## src/rtl/multicycle_controller_pkg.sv

```systemverilog
// Shared encodings for the multicycle RV32I controller: FSM states, opcodes,
// datapath mux selects and branch funct3 codes.
package mc_pkg;

    typedef enum logic [3:0] {
        StFetch,
        StDecode,
        StMemAdr,
        StMemRead,
        StMemWb,
        StMemWrite,
        StExecR,
        StExecI,
        StAluWb,
        StBranch,
        StJal,
        StJalr,
        StLui,
        StIllegal
    } state_e;

    localparam logic [6:0] OpLoad   = 7'b0000011;
    localparam logic [6:0] OpStore  = 7'b0100011;
    localparam logic [6:0] OpRtype  = 7'b0110011;
    localparam logic [6:0] OpItype  = 7'b0010011;
    localparam logic [6:0] OpBranch = 7'b1100011;
    localparam logic [6:0] OpJal    = 7'b1101111;
    localparam logic [6:0] OpJalr   = 7'b1100111;
    localparam logic [6:0] OpLui    = 7'b0110111;

    localparam logic [1:0] AluOpAdd   = 2'd0;
    localparam logic [1:0] AluOpSub   = 2'd1;
    localparam logic [1:0] AluOpFunct = 2'd2;

    localparam logic [1:0] ResAluOut    = 2'd0;
    localparam logic [1:0] ResData      = 2'd1;
    localparam logic [1:0] ResAluResult = 2'd2;

    localparam logic [2:0] ImmI = 3'd0;
    localparam logic [2:0] ImmS = 3'd1;
    localparam logic [2:0] ImmB = 3'd2;
    localparam logic [2:0] ImmJ = 3'd3;
    localparam logic [2:0] ImmU = 3'd4;

    localparam logic [1:0] SrcAPc    = 2'd0;
    localparam logic [1:0] SrcAOldPc = 2'd1;
    localparam logic [1:0] SrcARd1   = 2'd2;

    localparam logic [1:0] SrcBRd2  = 2'd0;
    localparam logic [1:0] SrcBImm  = 2'd1;
    localparam logic [1:0] SrcBFour = 2'd2;

    localparam logic [2:0] F3Beq  = 3'b000;
    localparam logic [2:0] F3Bne  = 3'b001;
    localparam logic [2:0] F3Blt  = 3'b100;
    localparam logic [2:0] F3Bge  = 3'b101;
    localparam logic [2:0] F3Bltu = 3'b110;
    localparam logic [2:0] F3Bgeu = 3'b111;

endpackage

```

## src/rtl/multicycle_controller_if.sv

```systemverilog
// Controller <-> datapath/memory signal bundle. master = controller, slave = datapath.
interface multicycle_controller_if;

    logic [6:0] opcode;
    logic [2:0] funct3;
    logic       funct7_5;
    logic [3:0] Flags;
    logic       mem_ready;

    logic       mem_req;
    logic       MemWrite;
    logic       AdrSrc;
    logic       IRWrite;
    logic       PCWrite;
    logic       RegWrite;
    logic [1:0] ALUSrcA;
    logic [1:0] ALUSrcB;
    logic [1:0] ALUOp;
    logic [1:0] ResultSrc;
    logic [2:0] ImmSrc;
    logic       illegal_instr;

    modport master (
        input  opcode, funct3, funct7_5, Flags, mem_ready,
        output mem_req, MemWrite, AdrSrc, IRWrite, PCWrite, RegWrite,
               ALUSrcA, ALUSrcB, ALUOp, ResultSrc, ImmSrc, illegal_instr
    );

    modport slave (
        output opcode, funct3, funct7_5, Flags, mem_ready,
        input  mem_req, MemWrite, AdrSrc, IRWrite, PCWrite, RegWrite,
               ALUSrcA, ALUSrcB, ALUOp, ResultSrc, ImmSrc, illegal_instr
    );

endinterface

```

## src/rtl/multicycle_controller_branch_cond.sv

```systemverilog
// Branch decision from funct3 and ALU flags {N,Z,C,V} of rs1-rs2.
// C=1 means no borrow, so unsigned less-than is !C.
module branch_cond
    import mc_pkg::*;
(
    input  logic [2:0] funct3,
    input  logic [3:0] flags,
    output logic       take,
    output logic       illegal
);

    logic n, z, c, v;

    assign {n, z, c, v} = flags;

    always_comb begin
        take    = 1'b0;
        illegal = 1'b0;
        case (funct3)
            F3Beq:   take = z;
            F3Bne:   take = ~z;
            F3Blt:   take = n ^ v;
            F3Bge:   take = ~(n ^ v);
            F3Bltu:  take = ~c;
            F3Bgeu:  take = c;
            default: illegal = 1'b1;
        endcase
    end

endmodule

```

## src/rtl/multicycle_controller.sv

```systemverilog
// Multicycle RV32I instruction sequencer, one FSM state per cycle.
// Optional performance counters are built when MC_PERF_COUNTERS_EN is defined.
module multicycle_controller
    import mc_pkg::*;
#(
    parameter logic RESET_PC_WRITE = 1'b0
) (
    input  logic                    clk,
    input  logic                    reset,
    multicycle_controller_if.master bus
`ifdef MC_PERF_COUNTERS_EN
    ,
    output logic [31:0]             cycle_cnt,
    output logic [31:0]             instret_cnt
`endif
);

    state_e state_q, state_d;
    logic   jalr_second_q, jalr_second_d;
    logic   br_take, br_illegal;
    logic   unused_funct7_5;

    // funct7 decoding is done by the ALU decoder when ALUOp selects funct
    assign unused_funct7_5 = bus.funct7_5;

    branch_cond u_branch_cond (
        .funct3  (bus.funct3),
        .flags   (bus.Flags),
        .take    (br_take),
        .illegal (br_illegal)
    );

    always_ff @(posedge clk) begin
        if (reset) begin
            state_q       <= StFetch;
            jalr_second_q <= 1'b0;
        end else begin
            state_q       <= state_d;
            jalr_second_q <= jalr_second_d;
        end
    end

    always_comb begin
        state_d           = state_q;
        jalr_second_d     = 1'b0;
        bus.mem_req       = 1'b0;
        bus.MemWrite      = 1'b0;
        bus.AdrSrc        = 1'b0;
        bus.IRWrite       = 1'b0;
        bus.PCWrite       = 1'b0;
        bus.RegWrite      = 1'b0;
        bus.ALUSrcA       = SrcAPc;
        bus.ALUSrcB       = SrcBRd2;
        bus.ALUOp         = AluOpAdd;
        bus.ResultSrc     = ResAluOut;
        bus.ImmSrc        = ImmI;
        bus.illegal_instr = 1'b0;

        case (state_q)
            StFetch: begin
                bus.mem_req   = 1'b1;
                bus.ALUSrcB   = SrcBFour;
                bus.ResultSrc = ResAluResult;
                if (bus.mem_ready) begin
                    bus.IRWrite = 1'b1;
                    bus.PCWrite = 1'b1;
                    state_d     = StDecode;
                end
            end
            StDecode: begin
                bus.ALUSrcA = SrcAOldPc;
                bus.ALUSrcB = SrcBImm;
                bus.ImmSrc  = ImmB;
                case (bus.opcode)
                    OpLoad, OpStore: state_d = StMemAdr;
                    OpRtype:         state_d = StExecR;
                    OpItype:         state_d = StExecI;
                    OpBranch:        state_d = StBranch;
                    OpJal:           state_d = StJal;
                    OpJalr:          state_d = StJalr;
                    OpLui:           state_d = StLui;
                    default:         state_d = StIllegal;
                endcase
            end
            StMemAdr: begin
                bus.ALUSrcA = SrcARd1;
                bus.ALUSrcB = SrcBImm;
                if (bus.opcode == OpLoad) begin
                    bus.ImmSrc = ImmI;
                    state_d    = StMemRead;
                end else begin
                    bus.ImmSrc = ImmS;
                    state_d    = StMemWrite;
                end
            end
            StMemRead: begin
                bus.mem_req = 1'b1;
                bus.AdrSrc  = 1'b1;
                if (bus.mem_ready) state_d = StMemWb;
            end
            StMemWb: begin
                bus.ResultSrc = ResData;
                bus.RegWrite  = 1'b1;
                state_d       = StFetch;
            end
            StMemWrite: begin
                bus.mem_req  = 1'b1;
                bus.MemWrite = 1'b1;
                bus.AdrSrc   = 1'b1;
                if (bus.mem_ready) state_d = StFetch;
            end
            StExecR: begin
                bus.ALUSrcA = SrcARd1;
                bus.ALUSrcB = SrcBRd2;
                bus.ALUOp   = AluOpFunct;
                state_d     = StAluWb;
            end
            StExecI: begin
                bus.ALUSrcA = SrcARd1;
                bus.ALUSrcB = SrcBImm;
                bus.ALUOp   = AluOpFunct;
                bus.ImmSrc  = ImmI;
                state_d     = StAluWb;
            end
            StAluWb: begin
                bus.RegWrite = 1'b1;
                state_d      = StFetch;
            end
            StBranch: begin
                bus.ALUSrcA       = SrcARd1;
                bus.ALUSrcB       = SrcBRd2;
                bus.ALUOp         = AluOpSub;
                bus.PCWrite       = br_take & ~br_illegal;
                bus.illegal_instr = br_illegal;
                state_d           = StFetch;
            end
            StJal: begin
                bus.ALUSrcA  = SrcAOldPc;
                bus.ALUSrcB  = SrcBFour;
                bus.PCWrite  = 1'b1;
                bus.RegWrite = 1'b1;
                bus.ImmSrc   = ImmJ;
                state_d      = StFetch;
            end
            StJalr: begin
                // First cycle forms rs1+imm into ALUOut; second commits PC and rd
                if (!jalr_second_q) begin
                    bus.ALUSrcA   = SrcARd1;
                    bus.ALUSrcB   = SrcBImm;
                    bus.ImmSrc    = ImmI;
                    jalr_second_d = 1'b1;
                end else begin
                    bus.ALUSrcA  = SrcAOldPc;
                    bus.ALUSrcB  = SrcBFour;
                    bus.PCWrite  = 1'b1;
                    bus.RegWrite = 1'b1;
                    state_d      = StFetch;
                end
            end
            StLui: begin
                bus.ALUSrcA = SrcARd1;
                bus.ALUSrcB = SrcBImm;
                bus.ImmSrc  = ImmU;
                state_d     = StAluWb;
            end
            StIllegal: begin
                bus.illegal_instr = 1'b1;
                state_d           = StFetch;
            end
            default: state_d = StFetch;
        endcase

        // Reset may land mid-handshake; keep every strobe and select quiet
        if (reset) begin
            bus.mem_req       = 1'b0;
            bus.MemWrite      = 1'b0;
            bus.AdrSrc        = 1'b0;
            bus.IRWrite       = 1'b0;
            bus.PCWrite       = RESET_PC_WRITE;
            bus.RegWrite      = 1'b0;
            bus.ALUSrcA       = SrcAPc;
            bus.ALUSrcB       = SrcBRd2;
            bus.ALUOp         = AluOpAdd;
            bus.ResultSrc     = ResAluOut;
            bus.ImmSrc        = ImmI;
            bus.illegal_instr = 1'b0;
        end
    end

`ifdef MC_PERF_COUNTERS_EN
    logic [31:0] cycle_cnt_q, instret_cnt_q;
    logic        retire;

    assign retire = (state_d == StFetch) && (state_q != StFetch) && (state_q != StIllegal);

    always_ff @(posedge clk) begin
        if (reset) begin
            cycle_cnt_q   <= 32'd0;
            instret_cnt_q <= 32'd0;
        end else begin
            cycle_cnt_q <= cycle_cnt_q + 32'd1;
            if (retire) instret_cnt_q <= instret_cnt_q + 32'd1;
        end
    end

    assign cycle_cnt   = cycle_cnt_q;
    assign instret_cnt = instret_cnt_q;
`endif

endmodule
```

## src/flat_wrapper.sv

```systemverilog
// flat-port wrapper written by rule: the top's interface ports become plain ports
module multicycle_controller_flat import mc_pkg::*;
#(
    parameter logic RESET_PC_WRITE = 1'b0
)
  (clk, reset, bus_opcode, bus_funct3, bus_funct7_5, bus_Flags, bus_mem_ready, bus_mem_req, bus_MemWrite, bus_AdrSrc, bus_IRWrite, bus_PCWrite, bus_RegWrite, bus_ALUSrcA, bus_ALUSrcB, bus_ALUOp, bus_ResultSrc, bus_ImmSrc, bus_illegal_instr);
  multicycle_controller_if bus_i ();
  input  logic clk;
  input  logic reset;
  input wire logic [$bits(bus_i.opcode)-1:0] bus_opcode;
  input wire logic [$bits(bus_i.funct3)-1:0] bus_funct3;
  input wire logic [$bits(bus_i.funct7_5)-1:0] bus_funct7_5;
  input wire logic [$bits(bus_i.Flags)-1:0] bus_Flags;
  input wire logic [$bits(bus_i.mem_ready)-1:0] bus_mem_ready;
  output wire logic [$bits(bus_i.mem_req)-1:0] bus_mem_req;
  output wire logic [$bits(bus_i.MemWrite)-1:0] bus_MemWrite;
  output wire logic [$bits(bus_i.AdrSrc)-1:0] bus_AdrSrc;
  output wire logic [$bits(bus_i.IRWrite)-1:0] bus_IRWrite;
  output wire logic [$bits(bus_i.PCWrite)-1:0] bus_PCWrite;
  output wire logic [$bits(bus_i.RegWrite)-1:0] bus_RegWrite;
  output wire logic [$bits(bus_i.ALUSrcA)-1:0] bus_ALUSrcA;
  output wire logic [$bits(bus_i.ALUSrcB)-1:0] bus_ALUSrcB;
  output wire logic [$bits(bus_i.ALUOp)-1:0] bus_ALUOp;
  output wire logic [$bits(bus_i.ResultSrc)-1:0] bus_ResultSrc;
  output wire logic [$bits(bus_i.ImmSrc)-1:0] bus_ImmSrc;
  output wire logic [$bits(bus_i.illegal_instr)-1:0] bus_illegal_instr;
  assign bus_i.opcode = bus_opcode;
  assign bus_i.funct3 = bus_funct3;
  assign bus_i.funct7_5 = bus_funct7_5;
  assign bus_i.Flags = bus_Flags;
  assign bus_i.mem_ready = bus_mem_ready;
  assign bus_mem_req = bus_i.mem_req;
  assign bus_MemWrite = bus_i.MemWrite;
  assign bus_AdrSrc = bus_i.AdrSrc;
  assign bus_IRWrite = bus_i.IRWrite;
  assign bus_PCWrite = bus_i.PCWrite;
  assign bus_RegWrite = bus_i.RegWrite;
  assign bus_ALUSrcA = bus_i.ALUSrcA;
  assign bus_ALUSrcB = bus_i.ALUSrcB;
  assign bus_ALUOp = bus_i.ALUOp;
  assign bus_ResultSrc = bus_i.ResultSrc;
  assign bus_ImmSrc = bus_i.ImmSrc;
  assign bus_illegal_instr = bus_i.illegal_instr;
  multicycle_controller #(.RESET_PC_WRITE(RESET_PC_WRITE)) u_core (.clk(clk), .reset(reset), .bus(bus_i));
endmodule
```

## config.mk

```make
export PLATFORM = sky130hd
export DESIGN_NAME = multicycle_controller_flat
export DESIGN_NICKNAME = d
export VERILOG_FILES = /design/src/rtl/multicycle_controller_pkg.sv /design/src/rtl/multicycle_controller_if.sv /design/src/rtl/multicycle_controller_branch_cond.sv /design/src/rtl/multicycle_controller.sv /design/src/flat_wrapper.sv
export SDC_FILE = /design/constraint.sdc
export NUM_CORES = 1
export LEC_CHECK = 0
export CAP_MARGIN = 20
export CELL_PAD_IN_SITES_DETAIL_PLACEMENT = 0
export CELL_PAD_IN_SITES_GLOBAL_PLACEMENT = 1
export CORE_AREA = 2 2 64 54
export DETAILED_ROUTE_END_ITERATION = 10
export DIE_AREA = 0 0 66 56
export PLACE_DENSITY = 0.86
export REMOVE_ABC_BUFFERS = 1
export SKIP_LAST_GASP = 1
export SLEW_MARGIN = 0
export SYNTH_ARGS = -nofsm -noshare
export SYNTH_HDL_FRONTEND = slang
export SYNTH_SLANG_ARGS = --single-unit
```

## constraint.sdc

```tcl
create_clock -name clk -period 2 [get_ports clk]
set_input_delay 0.4 -clock clk [delete_from_list [all_inputs] [get_ports clk]]
set_output_delay 0.4 -clock clk [all_outputs]
set_load 0.1 [all_outputs]
```

==> flow_summary.ini <==
[outcome]
status = finished, violations left
violations = setup timing

[critical_path]
max_stage_delay_ns = 0.38
worst-setup-path-type = in -> out
path_common_cell = or3_4
end_kind = output port
critPathSlowestCell = or3_4
arrival_ns = 1.67
path_cells = buf_6, or3_4, or3_4, o211a_4, buf_12
path_max_fanout = 2
startpoint_type = input port
required_ns = 1.60

[drt]
antenna_left = 0
drt-total-wl_microns = 3310
drt_iter0_drc = 62
vias_per_cell = 5.17
dr.pass1.iters = 4
wl_per_cell_microns = 14.1
dr_total_vias = 1209
drc = 0

[job]
maxCapViolCount = 0

[power_and_ir_drop]
ir_worst_vdd_uv = 731
powerDensity_mw_per_mm2 = 1020
leakage_nw = 0.849
design_power_total_mw = 1.92

[die]
die_area_sq_mm = 0.00370
die_x_microns = 66
coreArea_sq_mm = 0.00302
initial_core_util_pct = 28.1
die_h_microns = 56
num_rows = 18
pin_count = 36

[grt]
grt_usage_pct = 17.3
grt_max_degree = 17
antenna_found_initial = 0
grt.overflow.total = 0
grt_pass1_wl_microns = 5210
grt_pass1_vias = 1170

[clock_tree]
insertion_delay_ns = 0.23
cts_root_buf = clkbuf_8
clk_pin_slew_worst_paths_ns = 0.04
clkSinkCount = 5
clk_path_buf_depth = 2
cts_tree = yes
htree_levels = 1
cts_buffers = 3

[sta]
slew_headroom_pct = 75.1
finalCriticalPeriod_ns = 2.07
fin_ws_ns = -0.0714
fin_skew_ns = 0.00246
post-route-period-util_pct = 104
final-hold-violation-count = 0
fmax_mhz = 483
rsz0062_at_grt = yes
tightest_slew_ns = 0.371
setup_viol = 2
whs_ns = 0.565
finalMaxSlewViolations = 0

[place]
dp_slack_ns = -0.552
hpwlAfterDp_microns = 2230
postPlaceCellArea_sq_mm = 0.00161
numPortBuffers = 34
gpl.final_weighted_congestion = 0.815

[synth]
synth_edf_count = 0
synth_compound_area_share_pct = 29.8
yosys.cell_types.count = 45
yosys.area.top_type = dfxtp_1
synthAdderAreaFrac_pct = 0
synth_xor_area_share_pct = 5.76
yosysWarnings = 0
synthArstFlopShare_pct = 0
ys.flop_type = dfxtp_1
muxShareOfSynthArea_pct = 1.33
synth_area_leaders = dfxtp_1, a21oi_1, nor2_1, nor3_1, nand2b_1
synth_top_family_by_area = simple AND/OR/NAND/NOR gates
ys_seq_elements = 5
synth_area_sq_um = 847
avgSynthCellArea_sq_um = 7.06
synth-simple-area-share_pct = 43.1
synth_top_cell_area_share_pct = 11.8
ys_seq_area_share_pct = 11.8
netlist_instances = 120

[layout]
diodes = 0
final_util_pct = 62.3
area_growth_pct = 122
layout-drive-gt1-share_pct = 54.1
design_area_sq_mm = 0.00188
nFillCells = 277
nNetsFinal = 213

[min_path]
hold_class = reg -> reg
==> flip-flops by register name (all words and copies together), names as in the netlist <==
| signal | cells |
|---|---|
| u_core.state_q | 4 |
| u_core.jalr_second_q | 1 |
==> layer usage <==
layer	vias to the layer above	track usage (%)	share of wire (%)	wire length (microns)
li1	588	-	-	-
met1	576	23.7	41	1350
met2	41	29.1	52	1730
met3	4	1.62	5.9	195
met4	0	3.79	1.0	33
met5	-	0	0	0
==> logic make-up after synthesis <==
group                     after synthesis
xor gates and xnor gates                4
muxes                                   1
and+or+nand+nor                        58
buffers and inverters                  16
AOI/OAI and AO/OA                      36
DFF                                     5
==> through the flow <==
stage                     instances  setup TNS (ns)
final                           234          -0.119
after global placement          216           -1.03
after global routing            234          -0.234
after detailed placement        216           -1.16
after floorplan                 111          -18.94
after CTS                       226          -0.242
==> worst paths after layout <==
| check | from | to | slack, ns | cells past startpoint |
|---|---|---|---|---|
| min reg2reg | u_core.jalr_second_q$_SDFF_PP0_ | u_core.jalr_second_q$_SDFF_PP0_ | 0.56 | 1 |
| max reg2reg | u_core.state_q[1]$_SDFFE_PP0P_ | u_core.state_q[0]$_SDFFE_PP0P_ | 0.39 | 6 |
| min | u_core.jalr_second_q$_SDFF_PP0_ | u_core.jalr_second_q$_SDFF_PP0_ | 0.56 | 1 |
| max | bus_opcode[3] | bus_ImmSrc[0] | -0.07 | 5 |
==> cell usage after synthesis (3+ instances only) <==
master and count:
nand3_1 3, dfxtp_1 5, nor2_1 14, buf_2 7
nand2_1 5, o21ai_0 6, nand2b_1 6, inv_1 7
nor2b_1 4, a21oi_1 12, nor3_1 8
==> repair_timing <==
action	CTS	global route
pin swaps	12	4
gates resized for setup	58	16
hold buffers	0	0
setup buffers	6	7
setup endpoints to repair	13	16
cloned	0	1
==> where the power goes <==
group	internal, mW	switching (mW)
Combinational	0.619	0.908
Clock	0.137	0.0565
Sequential	0.131	0.0636
==> cell usage in the layout, fill, tap and decap left out, types with 3 or more instances in the layout <==
cell	Yosys	layout
nor2_2	0	3
buf_12	0	17
nor2b_1	4	4
dfxtp_4	0	3
clkbuf_8	0	3
nor3_1	8	5
nand2b_1	6	4
nor2_1	14	10
buf_2	7	4
a21oi_1	12	11
buf_6	0	6
inv_1	7	5
dlygate4sd2_1	0	8
nand3_1	3	3
o21ai_0	6	5
nand2_1	5	5
buf_4	0	40
==> worst max-delay path, delay by kind of cell <==
kind | cells | cell delay [ns]
AO/OA/AOI/OAI | 1 | 0.25
AND/OR/NAND/NOR | 2 | 0.76
buffers and inverters | 2 | 0.25
==> area by class of cell <==
class,count,area [sq um],share of cell area [%]
Tap cell,40,50.0,2.66
Inverter,7,26.3,1.40
Sequential cell,5,113,5.99
Multi-Input combinational cell,99,786,41.8
Timing Repair Buffer,79,861,45.8
Clock buffer,4,45.0,2.40
Power figures use the tool's default switching activity.
